===== src/rtl/mac_pipe_param_if.sv =====
//------------------------------------------------------------------------------
// Module  : mac_pipe_param_if
// Brief   : Sample/result bundle for the pipelined dot-product MAC.
// Revision: 1.0 - initial release
//------------------------------------------------------------------------------
`default_nettype none

interface mac_pipe_param_if #(
  parameter int IN_W  = 4,
  parameter int ACC_W = 12
);
  logic             clr;
  logic             in_valid;
  logic [IN_W-1:0]  a;
  logic [IN_W-1:0]  b;
  logic             signed_en;
  logic [ACC_W-1:0] acc_out;
  logic             out_valid;
  logic             ovf;

  modport master (
    output clr, in_valid, a, b, signed_en,
    input  acc_out, out_valid, ovf
  );

  modport slave (
    input  clr, in_valid, a, b, signed_en,
    output acc_out, out_valid, ovf
  );
endinterface

`default_nettype wire


===== src/rtl/mac_pipe_param.sv =====
//------------------------------------------------------------------------------
// Module  : mac_pipe_param
// Brief   : Pipelined LEN-term dot-product MAC, per-sample signed mode,
//           saturating or wrapping accumulation, sticky overflow per vector.
// Revision: 1.0 - initial release
//------------------------------------------------------------------------------
`default_nettype none

module mac_pipe_param #(
  parameter int IN_W  = 4,
  parameter int ACC_W = 12,
  parameter int LEN   = 4,
  parameter int SAT   = 1
) (
  input  wire logic        clk,
  input  wire logic        rst,
  mac_pipe_param_if.slave  bus
);

  localparam int c_CNT_W = (LEN > 1) ? $clog2(LEN) : 1;
  localparam int c_PW    = 2 * IN_W;
  localparam int c_EW    = ACC_W + 1;
  localparam logic [c_CNT_W-1:0] c_LAST = c_CNT_W'(LEN - 1);

  logic [c_CNT_W-1:0] r_cnt;
  logic [c_PW-1:0]    r_prod;
  logic               r_p_signed;
  logic               r_p_first;
  logic               r_p_last;
  logic               r_p_valid;
  logic [ACC_W-1:0]   r_acc;
  logic               r_sticky;
  logic               r_a_valid;
  logic               r_a_last;
  logic [ACC_W-1:0]   r_acc_out;
  logic               r_out_valid;
  logic               r_ovf;

  logic signed [c_PW-1:0] w_as;
  logic signed [c_PW-1:0] w_bs;
  logic [c_PW-1:0]        w_au;
  logic [c_PW-1:0]        w_bu;
  logic [c_PW-1:0]        w_prod_s;
  logic [c_PW-1:0]        w_prod_u;
  logic [c_PW-1:0]        w_prod;

  assign w_as     = c_PW'($signed(bus.a));
  assign w_bs     = c_PW'($signed(bus.b));
  assign w_au     = c_PW'(bus.a);
  assign w_bu     = c_PW'(bus.b);
  assign w_prod_s = $unsigned(w_as * w_bs);
  assign w_prod_u = w_au * w_bu;
  assign w_prod   = bus.signed_en ? w_prod_s : w_prod_u;

  logic [c_EW-1:0]  w_ext_p;
  logic [c_EW-1:0]  w_ext_acc;
  logic [c_EW-1:0]  w_sum;
  logic             w_step_ovf;
  logic [ACC_W-1:0] w_next_acc;
  logic             w_next_sticky;

  // The running sum is re-extended in the current sample's mode, so the
  // one-bit headroom always holds the true sign (signed) or carry (unsigned).
  always_comb begin
    w_ext_p       = r_p_signed ? c_EW'($signed(r_prod)) : c_EW'(r_prod);
    w_ext_acc     = '0;
    if (!r_p_first) begin
      w_ext_acc   = r_p_signed ? c_EW'($signed(r_acc)) : c_EW'(r_acc);
    end
    w_sum         = w_ext_acc + w_ext_p;
    w_step_ovf    = r_p_signed ? (w_sum[ACC_W] ^ w_sum[ACC_W-1]) : w_sum[ACC_W];
    w_next_acc    = w_sum[ACC_W-1:0];
    if ((SAT != 0) && w_step_ovf) begin
      if (!r_p_signed) begin
        w_next_acc = '1;
      end else if (w_sum[ACC_W]) begin
        w_next_acc = {1'b1, {(ACC_W-1){1'b0}}};
      end else begin
        w_next_acc = {1'b0, {(ACC_W-1){1'b1}}};
      end
    end
    w_next_sticky = w_step_ovf | (~r_p_first & r_sticky);
  end

  always_ff @(posedge clk or negedge rst) begin
    if (!rst) begin
      r_cnt       <= '0;
      r_prod      <= '0;
      r_p_signed  <= 1'b0;
      r_p_first   <= 1'b0;
      r_p_last    <= 1'b0;
      r_p_valid   <= 1'b0;
      r_acc       <= '0;
      r_sticky    <= 1'b0;
      r_a_valid   <= 1'b0;
      r_a_last    <= 1'b0;
      r_acc_out   <= '0;
      r_out_valid <= 1'b0;
      r_ovf       <= 1'b0;
    end else begin
      r_out_valid <= 1'b0;
      if (bus.clr) begin
        r_cnt     <= '0;
        r_p_valid <= 1'b0;
        r_a_valid <= 1'b0;
        r_sticky  <= 1'b0;
      end else begin
        r_p_valid <= bus.in_valid;
        if (bus.in_valid) begin
          r_prod     <= w_prod;
          r_p_signed <= bus.signed_en;
          r_p_first  <= (r_cnt == '0);
          r_p_last   <= (r_cnt == c_LAST);
          r_cnt      <= (r_cnt == c_LAST) ? '0 : r_cnt + c_CNT_W'(1);
        end
        r_a_valid <= r_p_valid;
        if (r_p_valid) begin
          r_acc    <= w_next_acc;
          r_sticky <= w_next_sticky;
          r_a_last <= r_p_last;
        end
        if (r_a_valid && r_a_last) begin
          r_acc_out   <= r_acc;
          r_ovf       <= r_sticky;
          r_out_valid <= 1'b1;
        end
      end
    end
  end

  assign bus.acc_out   = r_acc_out;
  assign bus.out_valid = r_out_valid;
  assign bus.ovf       = r_ovf;

endmodule

`default_nettype wire


===== src/flat_wrapper.sv =====
// flat-port wrapper written by rule: the top's interface ports become plain ports
module mac_pipe_param_flat 
#(
  parameter int IN_W  = 4,
  parameter int ACC_W = 12,
  parameter int LEN   = 4,
  parameter int SAT   = 1
)
  (clk, rst, bus_clr, bus_in_valid, bus_a, bus_b, bus_signed_en, bus_acc_out, bus_out_valid, bus_ovf);
  mac_pipe_param_if #(.IN_W(IN_W), .ACC_W(ACC_W)) bus_i ();
  input  wire logic clk;
  input  wire logic rst;
  input wire logic [$bits(bus_i.clr)-1:0] bus_clr;
  input wire logic [$bits(bus_i.in_valid)-1:0] bus_in_valid;
  input wire logic [$bits(bus_i.a)-1:0] bus_a;
  input wire logic [$bits(bus_i.b)-1:0] bus_b;
  input wire logic [$bits(bus_i.signed_en)-1:0] bus_signed_en;
  output wire logic [$bits(bus_i.acc_out)-1:0] bus_acc_out;
  output wire logic [$bits(bus_i.out_valid)-1:0] bus_out_valid;
  output wire logic [$bits(bus_i.ovf)-1:0] bus_ovf;
  assign bus_i.clr = bus_clr;
  assign bus_i.in_valid = bus_in_valid;
  assign bus_i.a = bus_a;
  assign bus_i.b = bus_b;
  assign bus_i.signed_en = bus_signed_en;
  assign bus_acc_out = bus_i.acc_out;
  assign bus_out_valid = bus_i.out_valid;
  assign bus_ovf = bus_i.ovf;
  mac_pipe_param #(.IN_W(IN_W), .ACC_W(ACC_W), .LEN(LEN), .SAT(SAT)) u_core (.clk(clk), .rst(rst), .bus(bus_i));
endmodule

===== config.mk =====
export PLATFORM = sky130hd
export DESIGN_NAME = mac_pipe_param_flat
export DESIGN_NICKNAME = d
export VERILOG_FILES = /design/src/rtl/mac_pipe_param_if.sv /design/src/rtl/mac_pipe_param.sv /design/src/flat_wrapper.sv
export SDC_FILE = /design/constraint.sdc
export NUM_CORES = 1
export LEC_CHECK = 0
export CAP_MARGIN = 10
export CORE_MARGIN = 2
export CORE_UTILIZATION = 45
export CTS_CLUSTER_SIZE = 40
export DETAILED_ROUTE_END_ITERATION = 7
export PLACE_DENSITY = 0.69
export SLEW_MARGIN = 20
export SYNTH_ARGS = -nofsm -noshare
export SYNTH_HDL_FRONTEND = slang
export SYNTH_SLANG_ARGS = --single-unit

===== constraint.sdc =====
create_clock -name clk -period 8.25 [get_ports clk]
set_clock_uncertainty 0.1 [all_clocks]
set_input_delay 0.825 -clock clk [delete_from_list [all_inputs] [get_ports clk]]
set_output_delay 0.825 -clock clk [all_outputs]
set_load 0.02 [all_outputs]

After elaboration in Yosys (flattened, before gate mapping)
Index checks and enable logic that the tools add are counted.
Storage, ports and cells
  input bits: 13
  bits in read-only memories: 0
  output and inout bits: 14
  memories: 0
  logic and storage cells: 47
  register bits: 43
  bits in latches: 0
  RAM bits: 0
Cells by class
  reductions and logical operators: 7
  muxes and demuxes: 17
  add/subtract/negate cells: 2
  $mul: 2
  order comparisons: 0
  divide/modulo/power cells: 0
  bitwise gates (word level): 5
  equal/unequal tests: 1
  shifts and indexed selects: 0
Operators with widths (number)
  $mux W13: 3
  $mux W12: 3
  $mul A4 B4 Y8: 2
  $add A13 B13 Y13: 1
  $mux W8: 1
  $mux W1: 7
  $mux W2: 3
  $reduce_and A2 Y1: 3
  $reduce_bool A2 Y1: 2
  $add A2 B1 Y2 const B: 1
  $eq A2 B2 Y1 const B: 1
  $logic_not A2 Y1: 1
  $not A1 Y1: 2
  $and A1 B1 Y1: 1
  $logic_and A1 B1 Y1: 1
  $or A1 B1 Y1: 1
  $xor A1 B1 Y1: 1

Depth between registers and ports, before layout
Gate-level depths: netlist of run 1.
  depth after elaboration: 8
  gate-level depth with buffers: 15
  mapped depth without buffers: 15

Least setup slack after synthesis of run 1
No wires, ideal clock.
  path kind: in2reg
  start: in bus_a[1]
  end: reg u_core.r_prod[7]
  cell stages on the path: 15
  path buffers: 0
  required time: 8014 ps
  arrival: 3575 ps
  setup time: 136 ps
  slack: 4439 ps
  cells stage by stage: and2_1 inv_1 fa_1 fa_1 fa_1 inv_1 ha_1 inv_1 fa_1 inv_1 a21o_1 a21oi_1 xnor2_1 mux2i_1 o21ai_0
Between the ends
  cells in the longest elaborated chain, start to end: 2
  elaborated cells between the ends (all ways): 3
Ends and longest elaborated chain
  from (decl): line flat_wrapper.sv:15  | input wire logic [$bits(bus_i.a)-1:0] bus_a;
  $mul A4 B4 Y8 (on tied branches): line mac_pipe_param.sv:52, mac_pipe_param.sv:51
  $mux W8 *: line mac_pipe_param.sv:53  | assign w_prod = bus.signed_en ? w_prod_s : w_prod_u;
  to (signal assigned): line mac_pipe_param.sv:110  | r_prod <= w_prod;
  to (decl): line mac_pipe_param.sv:26  | logic [c_PW-1:0] r_prod;
Mark *: on every way between the ends. The rest lies on a longest branch, timed or not.
A chain may end at the register's enable or synchronous reset.

Worst setup path after layout of run 1
Ends and elaborated chain as after synthesis.

==> results.cfg, run 1 <==
[drt]
drt_wl_total_um = 6080
viasPerCell = 4.99
route.detailed.drc = 0
antenna_left = 0
drt_iter0_drc = 125
vias = 2510
drtPass1Iterations = 4
wire_per_inst_um = 12.1

[clocking]
clkSlewWorstSetupHoldPaths_ps = 90
clock-sinks = 43
cts_buffer_depth = 2
cts_setup_buffers = 0
clk_latency_ps = 310
hold_buffers = 0
cts.repair.resized = 0
cts_tree = done
cts_root_buf = clkbuf_8
numCtsBuffers = 5
htree_levels = 2

[global_routing]
antenna_found_initial = 0
grt_pass1_vias = 2528
grt_usage_pct = 16.2
grt.overflow.total = 0
grt_pass1_wl_um = 11200
grt_max_degree = 44

[min_path]
hold_path_class = reg2reg
hp-start = u_core.bus.acc_out[5]

[floorplanning]
die_y_um = 91.5
core_um2 = 7330
dieArea_um2 = 8370
chipWidth_um = 91.5
start_util_pct = 47.0
pin_count = 27
num_rows = 31

[power]
leakagePower_nw = 1.86
ir_drop_uv = 79.8
power_density_nw_per_um2 = 226
power_uw = 875

[synth]
ys_warn_count = 0
syn_nets = 442
async_flop_share_pct = 100
syn_inst = 381
yosysTopAreaCell = dfrtp_1
ys_ff_latch = 43
avgSynthCellArea_um2 = 9.04
synth_ff_type = dfrtp_1
synth_edf_count = 0
yosys-top-cells-area = dfrtp_1 (31%), ha_1 (12%), fa_1 (8.1%)
yosysMostFrequentCell = nand2_1
yosysSeqAreaShare_pct = 31.2
synth.cell_area_um2 = 3440
yosys-top-cells-count = nand2_1 (64), dfrtp_1 (43), inv_1 (36)
synth_top_area_share_pct = 31.2
synth.distinct_cells = 42

[critical_path]
path_max_fanout = 5
critPathBufInv = 5
max_stage_delay_ps = 550
timing.rr.start = u_core.r_p_first
cp_top_family = adder cells
crit_path_end_kind = flop
slowest_stage = fa_1
cp.arrival_ps = 4360
cp_cell_sequence = clkdlybuf4s50_1 > and2_1 > inv_1 > fa_1 > fa_1 > fa_1 > inv_1 > ha_1 > inv_1 > fa_1 > inv_1 > a21o_1 > a21oi_1 > xnor2_1 > mux2i_1 > o21ai_0
required_ps = 8370
crit_type = in2reg
startpoint_type = input port
crit_start = bus_a[1]

[final_layout]
drive_above_1_share_pct = 9.90
fin_cells = 503
nets = 464
antenna_cells = 0
syn2layout_area_growth_pct = 12.4

[sta]
post-route-min-period_ps = 4240
slew_headroom_pct = 36.9
worst_hold_slack_ps = 377
hold_viol = 0
clock.fmax_mhz = 236
setup_tns_ps = 0
setup_viol = 0
drv_slew = 0
fin_crit_sh_pct = 51.3
finalWorstSetupSlack_ps = 4010
tightest_slew_ps = 944
rsz0062_at_grt = no

[outcome]
status = completed

[placed_design]
post-place-ws_ps = 3660
portBuffers = 26
gp_congestion = 0.808
dp_hpwl_um = 4820
dp_cells = 495

[flow_run]
cap_violations = 0
-- worst paths after layout --
path	end	slack, ps	cells past startpoint
min	u_core.bus.acc_out[5]	380	2
max reg2reg	u_core.r_acc[3]	4820	10
min reg2reg	u_core.bus.acc_out[5]	380	2
max	u_core.r_prod[7]	4010	16
max in group asynchronous	u_core.bus.acc_out[11]	6910	1
min in group asynchronous	u_core.bus.ovf	550	1
-- worst register-to-register path, delay by kind of cell, from the launching register on --
family / cells / cell delay [ps]
and+or+nand+nor: 2 / 360
DFF: 1 / 550
AOI/OAI and AO/OA: 4 / 1280
adders and majority gates: 3 / 950
buffers and inverters: 1 / 60
-- where the power goes --
part	switching [mW]	leakage, nW	internal, mW
Sequential	0.0397	0.544	0.257
Combinational	0.229	1.28	0.211
Clock	0.0785	0.0408	0.0605
Total	0.347	1.86	0.529
-- per-layer routing --
metal	global-route usage, %	routed length, um	vias to the layer above
met5	0	0	-
met1	20.5	2840	1159
met4	5.18	77	0
met2	28.3	2990	46
li1	-	-	1300
met3	2.41	167	5
-- cell families after synthesis --
kind of cell               synth area share [%]
buffers and inverters                      5.48
and+or+nand+nor                            18.4
muxes                                      3.45
AOI/OAI and AO/OA                          12.4
DFF                                        31.2
adders and majority gates                  24.0
xor gates and xnor gates                   5.09
-- state kept, by name (all words and copies together) (netlist names) --
name                  count
u_core.r_sticky           1
u_core.bus.ovf            1
u_core.bus.acc_out       12
u_core.r_cnt              2
u_core.bus.out_valid      1
u_core.r_a_last           1
u_core.r_prod             8
u_core.r_acc             12
u_core.r_p_last           1
u_core.r_p_first          1
u_core.r_a_valid          1
u_core.r_p_signed         1
u_core.r_p_valid          1
-- through the flow --
stage / utilization, % / cell area [um^2]
after floorplan: - / 3440
after global placement: 51.5 / 3780
after detailed placement: 51.5 / 3780
after CTS: 52.8 / 3870
after global routing: 52.8 / 3870
final: 52.8 / 3870
-- cells in the final DEF (no fill, tap or decap), types with 2 or more instances in the layout --
cell type	netlist	final
a211oi_1	3	3
a21o_1	4	4
a21oi_1	21	21
a21oi_2	10	10
and2_1	12	12
clkbuf_8	0	5
clkdlybuf4s50_1	0	25
clkinvlp_4	0	2
dfrtp_1	43	43
fa_1	14	14
ha_1	34	34
inv_1	36	36
maj3_1	2	2
maj3_2	9	9
mux2_2	7	7
mux2i_1	4	4
nand2_1	64	64
nand2b_1	6	6
nand3_1	4	4
nand3b_1	2	2
nor2_1	25	25
nor2b_1	15	15
nor3_1	2	2
o21a_1	2	2
o21ai_0	12	12
o21ai_1	2	2
o21bai_1	4	4
xnor2_1	10	10
xor2_1	10	10
-- cell type report --
type | count | area, um^2
fill | 685 | 3460
multi-input combinational | 290 | 2180
sequential | 43 | 1080
timing repair buffer | 27 | 263
inverter | 36 | 135
tap | 99 | 124
clock buffer | 5 | 68.8
clock inverter | 3 | 23.8
No activity file was read; power rests on OpenSTA's default activity.
==> run 2, diff against run 1 <==
--- a/config.mk
+++ b/config.mk
@@ -10,7 +10,7 @@
 export CORE_UTILIZATION = 45
 export CTS_CLUSTER_SIZE = 40
 export DETAILED_ROUTE_END_ITERATION = 7
-export PLACE_DENSITY = 0.69
+export PLACE_DENSITY = 0.72
 export SLEW_MARGIN = 20
 export SYNTH_ARGS = -nofsm -noshare
 export SYNTH_HDL_FRONTEND = slang
==> constraint.sdc (replaced) <==
create_clock -name clk -period 3.74 [get_ports clk]
set_clock_uncertainty 0.1 [all_clocks]
set_input_delay 0.374 -clock clk [delete_from_list [all_inputs] [get_ports clk]]
set_output_delay 0.374 -clock clk [all_outputs]
set_load 0.02 [all_outputs]
==> results.cfg, run 2 (synthesized netlist as in run 1, its figures left out) <==
[final_layout]
nFillCells = 654
antenna_cells = 0
final_cell_mix = nand2_1 (64), dfrtp_1 (43), inv_1 (36)
final_common_cell = nand2_1
drive_above_1_share_pct = 13.8
nets = 480
syn2layout_area_growth_pct = 16.1

[floorplanning]
chipWidth_um = 91.5
start_util_pct = 47.0
dieArea_um2 = 8370
core_um2 = 7330
pin_count = 27
die_y_um = 91.5
num_rows = 31

[sta]
worst_hold_slack_ps = 118
drv_slew = 0
tightest_slew_ps = 915
hold_viol = 0
setup_viol = 0
slew_headroom_pct = 39.0
post-route-min-period_ps = 3560
rsz0062_at_grt = yes
fin_crit_sh_pct = 95.3
finalWorstSetupSlack_ps = 175
clock.fmax_mhz = 281

[clocking]
clk_latency_ps = 290
clkSlewWorstSetupHoldPaths_ps = 80
cts_tree = done
cts_buffer_depth = 2
htree_levels = 2
numCtsBuffers = 5
clock-sinks = 43
cts_root_buf = clkbuf_8
hold_buffers = 0

[placed_design]
dp_hpwl_um = 4990
post-place-ws_ps = -236
portBuffers = 26
gp_congestion = 0.777

[drt]
viasPerCell = 4.96
vias = 2568
drtPass1Iterations = 4
antenna_left = 0
wire_per_inst_um = 11.6
drt_iter0_drc = 124
route.detailed.drc = 0
drt_wl_total_um = 6030

[min_path]
hold_path_class = in2async

[critical_path]
cp_cell_sequence = clkdlybuf4s50_1 > and2_4 > inv_1 > fa_1 > fa_1 > fa_1 > inv_1 > ha_2 > inv_1 > fa_2 > inv_1 > a21o_1 > a21oi_1 > xnor2_1 > mux2i_1 > o21ai_1
rrSetupSlack_ps = 440
crit_path_end_kind = flop
max_stage_delay_ps = 530
worstReg2RegEnd = u_core.r_acc[7]
startpoint_type = input port
required_ps = 3790
path_max_fanout = 2
crit_type = in2reg
cp.arrival_ps = 3620
reg2regPathDepth = 10
timing.rr.start = u_core.r_p_first
crit_path_frequent_cell = inv_1
slowest_stage = fa_1

[flow_run]
cap_violations = 0

[power]
power_density_nw_per_um2 = 487
ir_drop_uv = 175
leakagePower_nw = 1.94

[global_routing]
grt_pass1_vias = 2577
grt_usage_pct = 15.9
grt_pass1_wl_um = 11200
grt_max_degree = 44
antenna_found_initial = 0
grt.overflow.total = 0

[outcome]
status = completed
run 2: worst max-delay path: cells and delay by family:
kind | cells | cell delay [ps]
adder cells (fa/ha/maj) | 5 | 1900
AO/OA/AOI/OAI | 3 | 240
AND/OR/NAND/NOR | 1 | 140
multiplexers | 1 | 140
buffers and inverters | 5 | 690
XOR/XNOR | 1 | 120
run 2: cell type report:
cell class | count | area, um^2 | share of cell area (%)
well taps | 99 | 124 | 3.10
multi-input cells | 290 | 2190 | 54.9
clock inverters | 1 | 5.00 | 0.125
repair buffers | 43 | 383 | 9.57
flip-flops and latches | 43 | 1080 | 26.9
clock buffers | 6 | 82.6 | 2.06
inverters | 36 | 135 | 3.38
run 2: per-layer routing:
layer  up-vias  track usage, %  wire, um
met5         -               0         0
met2        39            29.5      3040
met1      1198            19.7      2780
met3         4            2.49       170
li1       1327               -         -
met4         0            2.27        44
run 2: what timing repair did:
item                       4_1_cts  5_1_grt
gates resized for setup          0        5
setup endpoints to repair        0       12
setup buffers                    0        1
run 2: worst max path at each step:
stage | from | cells past startpoint | endpoint
3_5_place_dp | bus_a[1] | 16 | u_core.r_prod[7]
6_report | bus_a[1] | 16 | u_core.r_prod[7]
2_1_floorplan | bus_a[1] | 15 | u_core.r_prod[7]
3_3_place_gp | bus_a[1] | 16 | u_core.r_prod[7]
5_1_grt | bus_a[1] | 16 | u_core.r_prod[7]
4_1_cts | bus_a[1] | 16 | u_core.r_prod[7]
run 2: power by group:
| group | leakage [nW] | internal (mW) | switching (mW) |
|---|---|---|---|
| sequential | 0.544 | 0.567 | 0.0857 |
| clock | 0.0470 | 0.145 | 0.145 |
| combinational | 1.35 | 0.486 | 0.519 |
| total | 1.94 | 1.20 | 0.750 |
run 2: per-stage QoR:
step	power [mW]	TNS [ps]	cells	util [%]	instance area, um^2
after floorplan	1.44	0	381	-	3440
final	1.95	0	518	54.6	4000
after global routing	2.13	-16.2	518	54.6	4000
after global placement	1.63	-211	510	53.1	3890
after detailed placement	1.65	-361	510	53.1	3890
after CTS	1.96	0	517	54.3	3980
